$ cat src/rtl/alu_pkg.sv
// Shared ALU definitions: ALUCtrl opcodes and the multiply sequencer state enum.
// Used by the multiply sequencer, the ALU and the ALU control unit.
package alu_pkg;

  localparam int unsigned ALU_CTRL_W = 4;

  localparam logic [ALU_CTRL_W-1:0] ALU_AND   = 4'b0000;
  localparam logic [ALU_CTRL_W-1:0] ALU_OR    = 4'b0001;
  localparam logic [ALU_CTRL_W-1:0] ALU_ADD   = 4'b0010;
  localparam logic [ALU_CTRL_W-1:0] ALU_SUB   = 4'b0110;
  localparam logic [ALU_CTRL_W-1:0] ALU_PASSB = 4'b0111;

  typedef enum logic [1:0] {
    IDLE,
    CHECK,
    ADD,
    DONE
  } mul_state_e;

endpackage

$ cat src/rtl/alu_mul_sequencer_if.sv
// Operand/control bus between an ALU initiator (master) and the combinational ALU (slave).
interface alu_mul_sequencer_if #(
  parameter int unsigned WIDTH  = 64,
  parameter int unsigned CTRL_W = 4
);

  logic [CTRL_W-1:0] ALUCtrl;
  logic [WIDTH-1:0]  BusA;
  logic [WIDTH-1:0]  BusB;
  logic [WIDTH-1:0]  BusW;
  logic              Zero;

  modport master (
    output ALUCtrl,
    output BusA,
    output BusB,
    input  BusW,
    input  Zero
  );

  modport slave (
    input  ALUCtrl,
    input  BusA,
    input  BusB,
    output BusW,
    output Zero
  );

endinterface

$ cat src/rtl/alu_mul_sequencer.sv
// Iterative unsigned shift-and-add multiplier that borrows the external ALU for every
// add and for the "multiplier exhausted" test (PassB + Zero flag).
// Optional build macro MUL_OVF_EN adds a sticky Overflow output.
module alu_mul_sequencer
  import alu_pkg::*;
#(
  parameter int unsigned WIDTH  = 64,
  parameter int unsigned CTRL_W = 4
) (
  input  logic             CLK,
  input  logic             Reset_n,
  input  logic             Start,
  input  logic [WIDTH-1:0] MulA,
  input  logic [WIDTH-1:0] MulB,
  output logic             Busy,
  output logic             Done,
  output logic [WIDTH-1:0] Product,
`ifdef MUL_OVF_EN
  output logic             Overflow,
`endif
  alu_mul_sequencer_if.master alu
);

  mul_state_e r_state, w_state_next;
  logic [WIDTH-1:0] r_acc, w_acc_next;
  logic [WIDTH-1:0] r_mcand, w_mcand_next;
  logic [WIDTH-1:0] r_mplier, w_mplier_next;
  logic [WIDTH-1:0] r_product, w_product_next;

`ifdef MUL_OVF_EN
  logic r_ovf, w_ovf_next;
  logic w_shift_lost;

  // A shift drops a set bit that still has multiplier bits left to weight it.
  assign w_shift_lost = r_mcand[WIDTH-1] && ((r_mplier >> 1) != '0);
  assign Overflow     = r_ovf;
`endif

  // Product is visible in DONE directly from the accumulator.
  assign Product = (r_state == DONE) ? r_acc : r_product;

  // State and datapath registers.
  always_ff @(posedge CLK or negedge Reset_n) begin
    if (!Reset_n) begin
      r_state   <= IDLE;
      r_acc     <= '0;
      r_mcand   <= '0;
      r_mplier  <= '0;
      r_product <= '0;
`ifdef MUL_OVF_EN
      r_ovf     <= 1'b0;
`endif
    end else begin
      r_state   <= w_state_next;
      r_acc     <= w_acc_next;
      r_mcand   <= w_mcand_next;
      r_mplier  <= w_mplier_next;
      r_product <= w_product_next;
`ifdef MUL_OVF_EN
      r_ovf     <= w_ovf_next;
`endif
    end
  end

  // Next-state, datapath updates and ALU/handshake outputs.
  always_comb begin
    w_state_next   = r_state;
    w_acc_next     = r_acc;
    w_mcand_next   = r_mcand;
    w_mplier_next  = r_mplier;
    w_product_next = r_product;
`ifdef MUL_OVF_EN
    w_ovf_next     = r_ovf;
`endif
    alu.ALUCtrl    = CTRL_W'(ALU_AND);
    alu.BusA       = '0;
    alu.BusB       = '0;
    Busy           = 1'b0;
    Done           = 1'b0;

    case (r_state)
      IDLE: begin
        if (Start) begin
          w_mcand_next  = MulA;
          w_mplier_next = MulB;
          w_acc_next    = '0;
`ifdef MUL_OVF_EN
          w_ovf_next    = 1'b0;
`endif
          w_state_next  = CHECK;
        end
      end

      CHECK: begin
        Busy        = 1'b1;
        alu.ALUCtrl = CTRL_W'(ALU_PASSB);
        alu.BusB    = r_mplier;
        if (alu.Zero) begin
          w_state_next = DONE;
        end else if (r_mplier[0]) begin
          w_state_next = ADD;
        end else begin
          w_mcand_next  = r_mcand << 1;
          w_mplier_next = r_mplier >> 1;
`ifdef MUL_OVF_EN
          if (w_shift_lost) w_ovf_next = 1'b1;
`endif
        end
      end

      ADD: begin
        Busy          = 1'b1;
        alu.ALUCtrl   = CTRL_W'(ALU_ADD);
        alu.BusA      = r_acc;
        alu.BusB      = r_mcand;
        w_acc_next    = alu.BusW;
        w_mcand_next  = r_mcand << 1;
        w_mplier_next = r_mplier >> 1;
`ifdef MUL_OVF_EN
        // Unsigned carry-out shows up as a wrapped sum smaller than an operand.
        if ((alu.BusW < r_acc) || w_shift_lost) w_ovf_next = 1'b1;
`endif
        w_state_next  = CHECK;
      end

      DONE: begin
        Done           = 1'b1;
        w_product_next = r_acc;
        w_state_next   = IDLE;
      end

      default: w_state_next = IDLE;
    endcase
  end

endmodule

$ cat src/flat_wrapper.sv
// flat-port wrapper written by rule: the top's interface ports become plain ports
module alu_mul_sequencer_flat import alu_pkg::*;
#(
  parameter int unsigned WIDTH  = 64,
  parameter int unsigned CTRL_W = 4
)
  (CLK, Reset_n, Start, MulA, MulB, Busy, Done, Product, alu_ALUCtrl, alu_BusA, alu_BusB, alu_BusW, alu_Zero);
  alu_mul_sequencer_if #(.WIDTH(WIDTH), .CTRL_W(CTRL_W)) alu_i ();
  input  logic CLK;
  input  logic Reset_n;
  input  logic Start;
  input  logic [WIDTH-1:0] MulA;
  input  logic [WIDTH-1:0] MulB;
  output logic Busy;
  output logic Done;
  output logic [WIDTH-1:0] Product;
  output wire logic [$bits(alu_i.ALUCtrl)-1:0] alu_ALUCtrl;
  output wire logic [$bits(alu_i.BusA)-1:0] alu_BusA;
  output wire logic [$bits(alu_i.BusB)-1:0] alu_BusB;
  input wire logic [$bits(alu_i.BusW)-1:0] alu_BusW;
  input wire logic [$bits(alu_i.Zero)-1:0] alu_Zero;
  assign alu_ALUCtrl = alu_i.ALUCtrl;
  assign alu_BusA = alu_i.BusA;
  assign alu_BusB = alu_i.BusB;
  assign alu_i.BusW = alu_BusW;
  assign alu_i.Zero = alu_Zero;
  alu_mul_sequencer #(.WIDTH(WIDTH), .CTRL_W(CTRL_W)) u_core (.CLK(CLK), .Reset_n(Reset_n), .Start(Start), .MulA(MulA), .MulB(MulB), .Busy(Busy), .Done(Done), .Product(Product), .alu(alu_i));
endmodule
$ cat config.mk
export PLATFORM = sky130hd
export DESIGN_NAME = alu_mul_sequencer_flat
export DESIGN_NICKNAME = d
export VERILOG_FILES = /design/src/rtl/alu_pkg.sv /design/src/rtl/alu_mul_sequencer_if.sv /design/src/rtl/alu_mul_sequencer.sv /design/src/flat_wrapper.sv
export SDC_FILE = /design/constraint.sdc
export NUM_CORES = 1
export LEC_CHECK = 0
export ABC_AREA = 1
export ABC_CLOCK_PERIOD_IN_PS = 2900
export BUFFER_PORTS_ARGS = -buffer_cell sky130_fd_sc_hd__buf_2
export CAP_MARGIN = 20
export CELL_PAD_IN_SITES_DETAIL_PLACEMENT = 0
export CELL_PAD_IN_SITES_GLOBAL_PLACEMENT = 1
export CORE_MARGIN = 5
export CORE_UTILIZATION = 39
export DETAILED_ROUTE_END_ITERATION = 10
export GPL_TIMING_DRIVEN = 1
export PLACE_DENSITY_LB_ADDON = 0.08
export SKIP_CTS_REPAIR_TIMING = 1
export SLEW_MARGIN = 20
export SYNTH_ARGS = -nofsm -noshare
export SYNTH_HDL_FRONTEND = slang
export SYNTH_SLANG_ARGS = --single-unit
$ cat constraint.sdc
create_clock -name CLK -period 2.9 [get_ports CLK]
set_input_delay 0.58 -clock CLK [delete_from_list [all_inputs] [get_ports CLK]]
set_output_delay 0.58 -clock CLK [all_outputs]
set_load 0.02 [all_outputs]
==> results by stage <==
Route:
- The routed design has 42700 µm of wire.
- The average wire per cell in the routed design is 16.3 µm.
- The routed layout has 12400 vias.
- The routed design uses 19700 µm of met2 wire.
- In this run the top signal layer used is met5.
- The first routing iteration left between 600 and 700 violations.
- After detailed routing, the wire length on met1 is 18800 µm.
- The remaining number of nets flagged by the antenna check after routing is 0.
- In the routed design, unresolved DRC markers number 0.
- The iteration count of the initial detailed-routing pass is 5.
- The met3 wire length is 2770 µm.
- The via count normalized by instance count is between 4 and 5.

CTS:
- The tree is rooted in a sky130_fd_sc_hd__clkbuf_16.
- The clock-pin transition on the worst setup and hold timing paths is 60 ps.
- The maximum root-to-sink buffer count is 3.
- The clock sink count is 258.
- The TritonCTS clock tree is yes.
- The number of buffers created by CTS is 30.
- Clock latency on the worst-skew pair, taken at its later pin, is 550 ps.
- The H-tree depth is 1.

Worst setup path:
- The critical path contains buffers and inverters numbering 4 combined.
- The peak fanout along the critical path is 27.
- For this run, the slowest stage of the critical path takes 400 ps.
- The largest delay contributor family on the critical path is buffers and inverters.
- The worst-case reg-to-reg path depth is 9.
- The destination of the worst register-to-register timing path is u_core.r_mcand[54].
- The category of the worst setup path capture point is a primary output.
- The internal reg-to-reg setup slack is 630 ps.
- The critical path crosses 7 cells after its start point.
- The required time of the critical path is roughly 2300 ps.
- The start-to-end type of the worst setup path is reg2out.
- The slowest cell on the critical path is sky130_fd_sc_hd__ha_4.
- STA classifies the critical path startpoint as a register.
- The arrival time of data at the critical path endpoint is 2250 ps.
- The signal on the critical path passes through inv_1 > ha_4 > buf_12 > clkbuf_16 > nand2_1 > o22ai_1 > buf_2.
- The worst register-to-register path begins at u_core.r_state[1].

Global routing:
- The first global-routing pass estimated 64700 µm of wire.
- The number of antenna violations at the first check in global routing came to 6.
- In the global route stage, overall resource usage came out at 0.215.
- The total grt overflow is 0.
- The number of global-route vias before repair is ~12000.
- Entering global routing, the biggest net connects 129 pins.

Logic synthesis:
- The area share of the largest cell type after synthesis is 0.499.
- The Yosys step of the flow raised 0 warnings.
- The combined area of all synthesized cells is 0.0129 mm².
- Yosys attributes the largest share of cell area to sky130_fd_sc_hd__dfrtp_1, sky130_fd_sc_hd__nand2_1, sky130_fd_sc_hd__inv_1.
- The share of the Yosys chip area taken by registers is 0.499.
- When the netlist entered floorplanning its net count stood at 2023.
- The post-synthesis cell type count is 18.
- The cell type contributing the most total cell area after synthesis is sky130_fd_sc_hd__dfrtp_1.
- The number of instances in the synthesized netlist is approximately 1800.
- The average instance in the mapped netlist occupies 7.10 µm².
- The synthesized flop and latch total is 258.

Timing:
- At the pin with the least slew margin, the transition time is 677 ps.
- The post-route clock period utilization is 0.976.
- The worst setup skew after layout is 11.2 ps.
- The final number of max-transition violations came to 0.
- The tightest hold path in the finished design has a slack of -22.6 ps.
- Static timing analysis puts the maximum clock frequency at 353 MHz.
- The headroom to the max-slew limit is 0.549.
- The minimum clock period after layout is 2830 ps.
- The final setup violation count is 0.
- The number of endpoints with negative hold slack in the final report was 11.
- Summed over all failing endpoints, the final setup total negative slack is 0 ps.
- The minimum setup slack in the final design is 70.4 ps.

Power and ir drop:
- The power density over the cells is 1360 mW/mm².
- The maximum vdd drop is approximately 0.001 V.
- In this run the static leakage power is about 10 nW.

Floorplan:
- After floorplanning, the core was sized to cover about 0.033 mm².
- In this run the vertical extent of the chip is ~190 µm.
- The number of ports placed on the die boundary is 394.
- The die area is around 0.037 mm².
- The horizontal die dimension is 192 µm.
- The initial utilization of the core area, before any placement, comes to 0.397.
- After floorplanning, the core was divided into 66 placement rows.

Cells and area:
- The area of combinational cells with multiple inputs is 0.00517 mm².
- The sequential cells in the finished layout cover a total of about 0.0065 mm².
- Leaving out filler cells and counting taps, the final layout contains around 2600.
- The area added between synthesis and finish is 28.3%.
- Once layout is complete, the utilization of the core stands at 0.509.
- At the end of the flow, the number of nets in the layout was approximately 2400.
- Fill cells in the final layout number 3380.
- In the final layout, the share of cells above drive strength 1 is 0.223.

Placed design:
- The worst setup slack after placement is roughly 540 ps.
- At the end of routability-driven placement, the weighted congestion stood at 0.859.
- The detailed-placement wirelength estimate is between 20000 and 30000 µm.
- Input and output buffers added on the ports amount to 392.
- Counting tap cells, the placed design contains a total of ~2600 instances.

Min path:
- The type of the worst min-delay path is in2async.

Run status:
- The run finished, with violations left.
- The final reports fail on negative hold slack.

Flow run:
- Across the run, the number of max-cap violations was 0.
worst register-to-register path: cells and delay by family (launching register included):
| kind | cells | cell delay, ps |
|---|---|---|
| buffers and inverters | 3 | 980 |
| flip-flops | 1 | 430 |
| AND/OR/NAND/NOR | 5 | 530 |
| adder cells (fa/ha/maj) | 1 | 290 |
kinds of logic (layout without fill, tap and decap cells):
kind of cell | after synthesis | count (layout) | synth area share
buffers and inverters | 322 | 679 | 0.104
flip-flops | 258 | 258 | 0.499
AND/OR/NAND/NOR | 1037 | 1037 | 0.308
adder cells (fa/ha/maj) | 6 | 6 | 0.00580
other | 1 | 5 | 0.000290
AO/OA/AOI/OAI | 197 | 197 | 0.0822
layout by cell type, fill, tap and decap left out, types with 4 or more instances in the layout:
cell type	n
sky130_fd_sc_hd__clkbuf_16	35
sky130_fd_sc_hd__diode_2	4
sky130_fd_sc_hd__clkbuf_8	7
sky130_fd_sc_hd__dfrtp_1	256
sky130_fd_sc_hd__bufinv_16	6
sky130_fd_sc_hd__clkbuf_1	5
sky130_fd_sc_hd__nand2_1	962
sky130_fd_sc_hd__inv_1	197
sky130_fd_sc_hd__buf_12	15
sky130_fd_sc_hd__buf_2	377
sky130_fd_sc_hd__o21ai_0	130
sky130_fd_sc_hd__o21ai_1	4
sky130_fd_sc_hd__buf_4	21
sky130_fd_sc_hd__o22ai_1	61
sky130_fd_sc_hd__clkinv_2	7
sky130_fd_sc_hd__nand3_1	69
sky130_fd_sc_hd__ha_1	4
power by group:
part           switching (W)  total, W  internal [W]
clock network        0.00154   0.00420       0.00266
registers           0.000750   0.00607       0.00532
logic                0.00851    0.0123       0.00375
how the worst max path moves through the flow:
stage / start / endpoint / slack, ps
floorplan: u_core.r_state[0] / alu_BusB[1] / 470
global placement: u_core.r_state[1] / Product[15] / 550
detailed placement: u_core.r_state[1] / alu_BusB[1] / 540
CTS: u_core.r_state[1] / Product[15] / -80
global route: u_core.r_state[1] / alu_BusB[57] / -20
finish: u_core.r_state[1] / alu_BusB[27] / 70
state kept, by name (all words and copies together) (netlist names):
register          flops
u_core.r_product     64
u_core.r_mcand       64
u_core.r_state        2
u_core.r_acc         64
u_core.r_mplier      64
stage by stage:
step	power (W)	cell area (µm²)	hold slack, ps
floorplan	0.0143	12900	284
global placement	0.0178	15300	454
detailed placement	0.0179	15300	458
CTS	0.0222	16400	-10.5
global route	0.0244	16600	8.20
finish	0.0225	16600	-22.6
cell usage after synthesis (all sizes together):
cell type,instances
nand3,69
nor2,5
o21ai,135
dfrtp,258
nand2,963
inv,203
conb,1
clkbuf,53
o22ai,62
buf,66
ha,6
layer usage:
| layer | global-route usage | vias up |
|---|---|---|
| li1 | - | 6213 |
| met1 | 0.297 | 5751 |
| met2 | 0.343 | 388 |
| met3 | 0.0402 | 79 |
| met4 | 0.0719 | 4 |
| met5 | 0 | - |
final cells by class:
| class | instances | area share |
|---|---|---|
| inverter | 203 | 0.0465 |
| multi-input combinational | 1241 | 0.312 |
| clock inverter | 13 | 0.0131 |
| antenna | 4 | 0.000603 |
| clock buffer | 43 | 0.0537 |
| sequential | 258 | 0.389 |
| timing repair buffer | 420 | 0.152 |
| tap | 442 | 0.0333 |
Power figures use the tool's default switching activity.
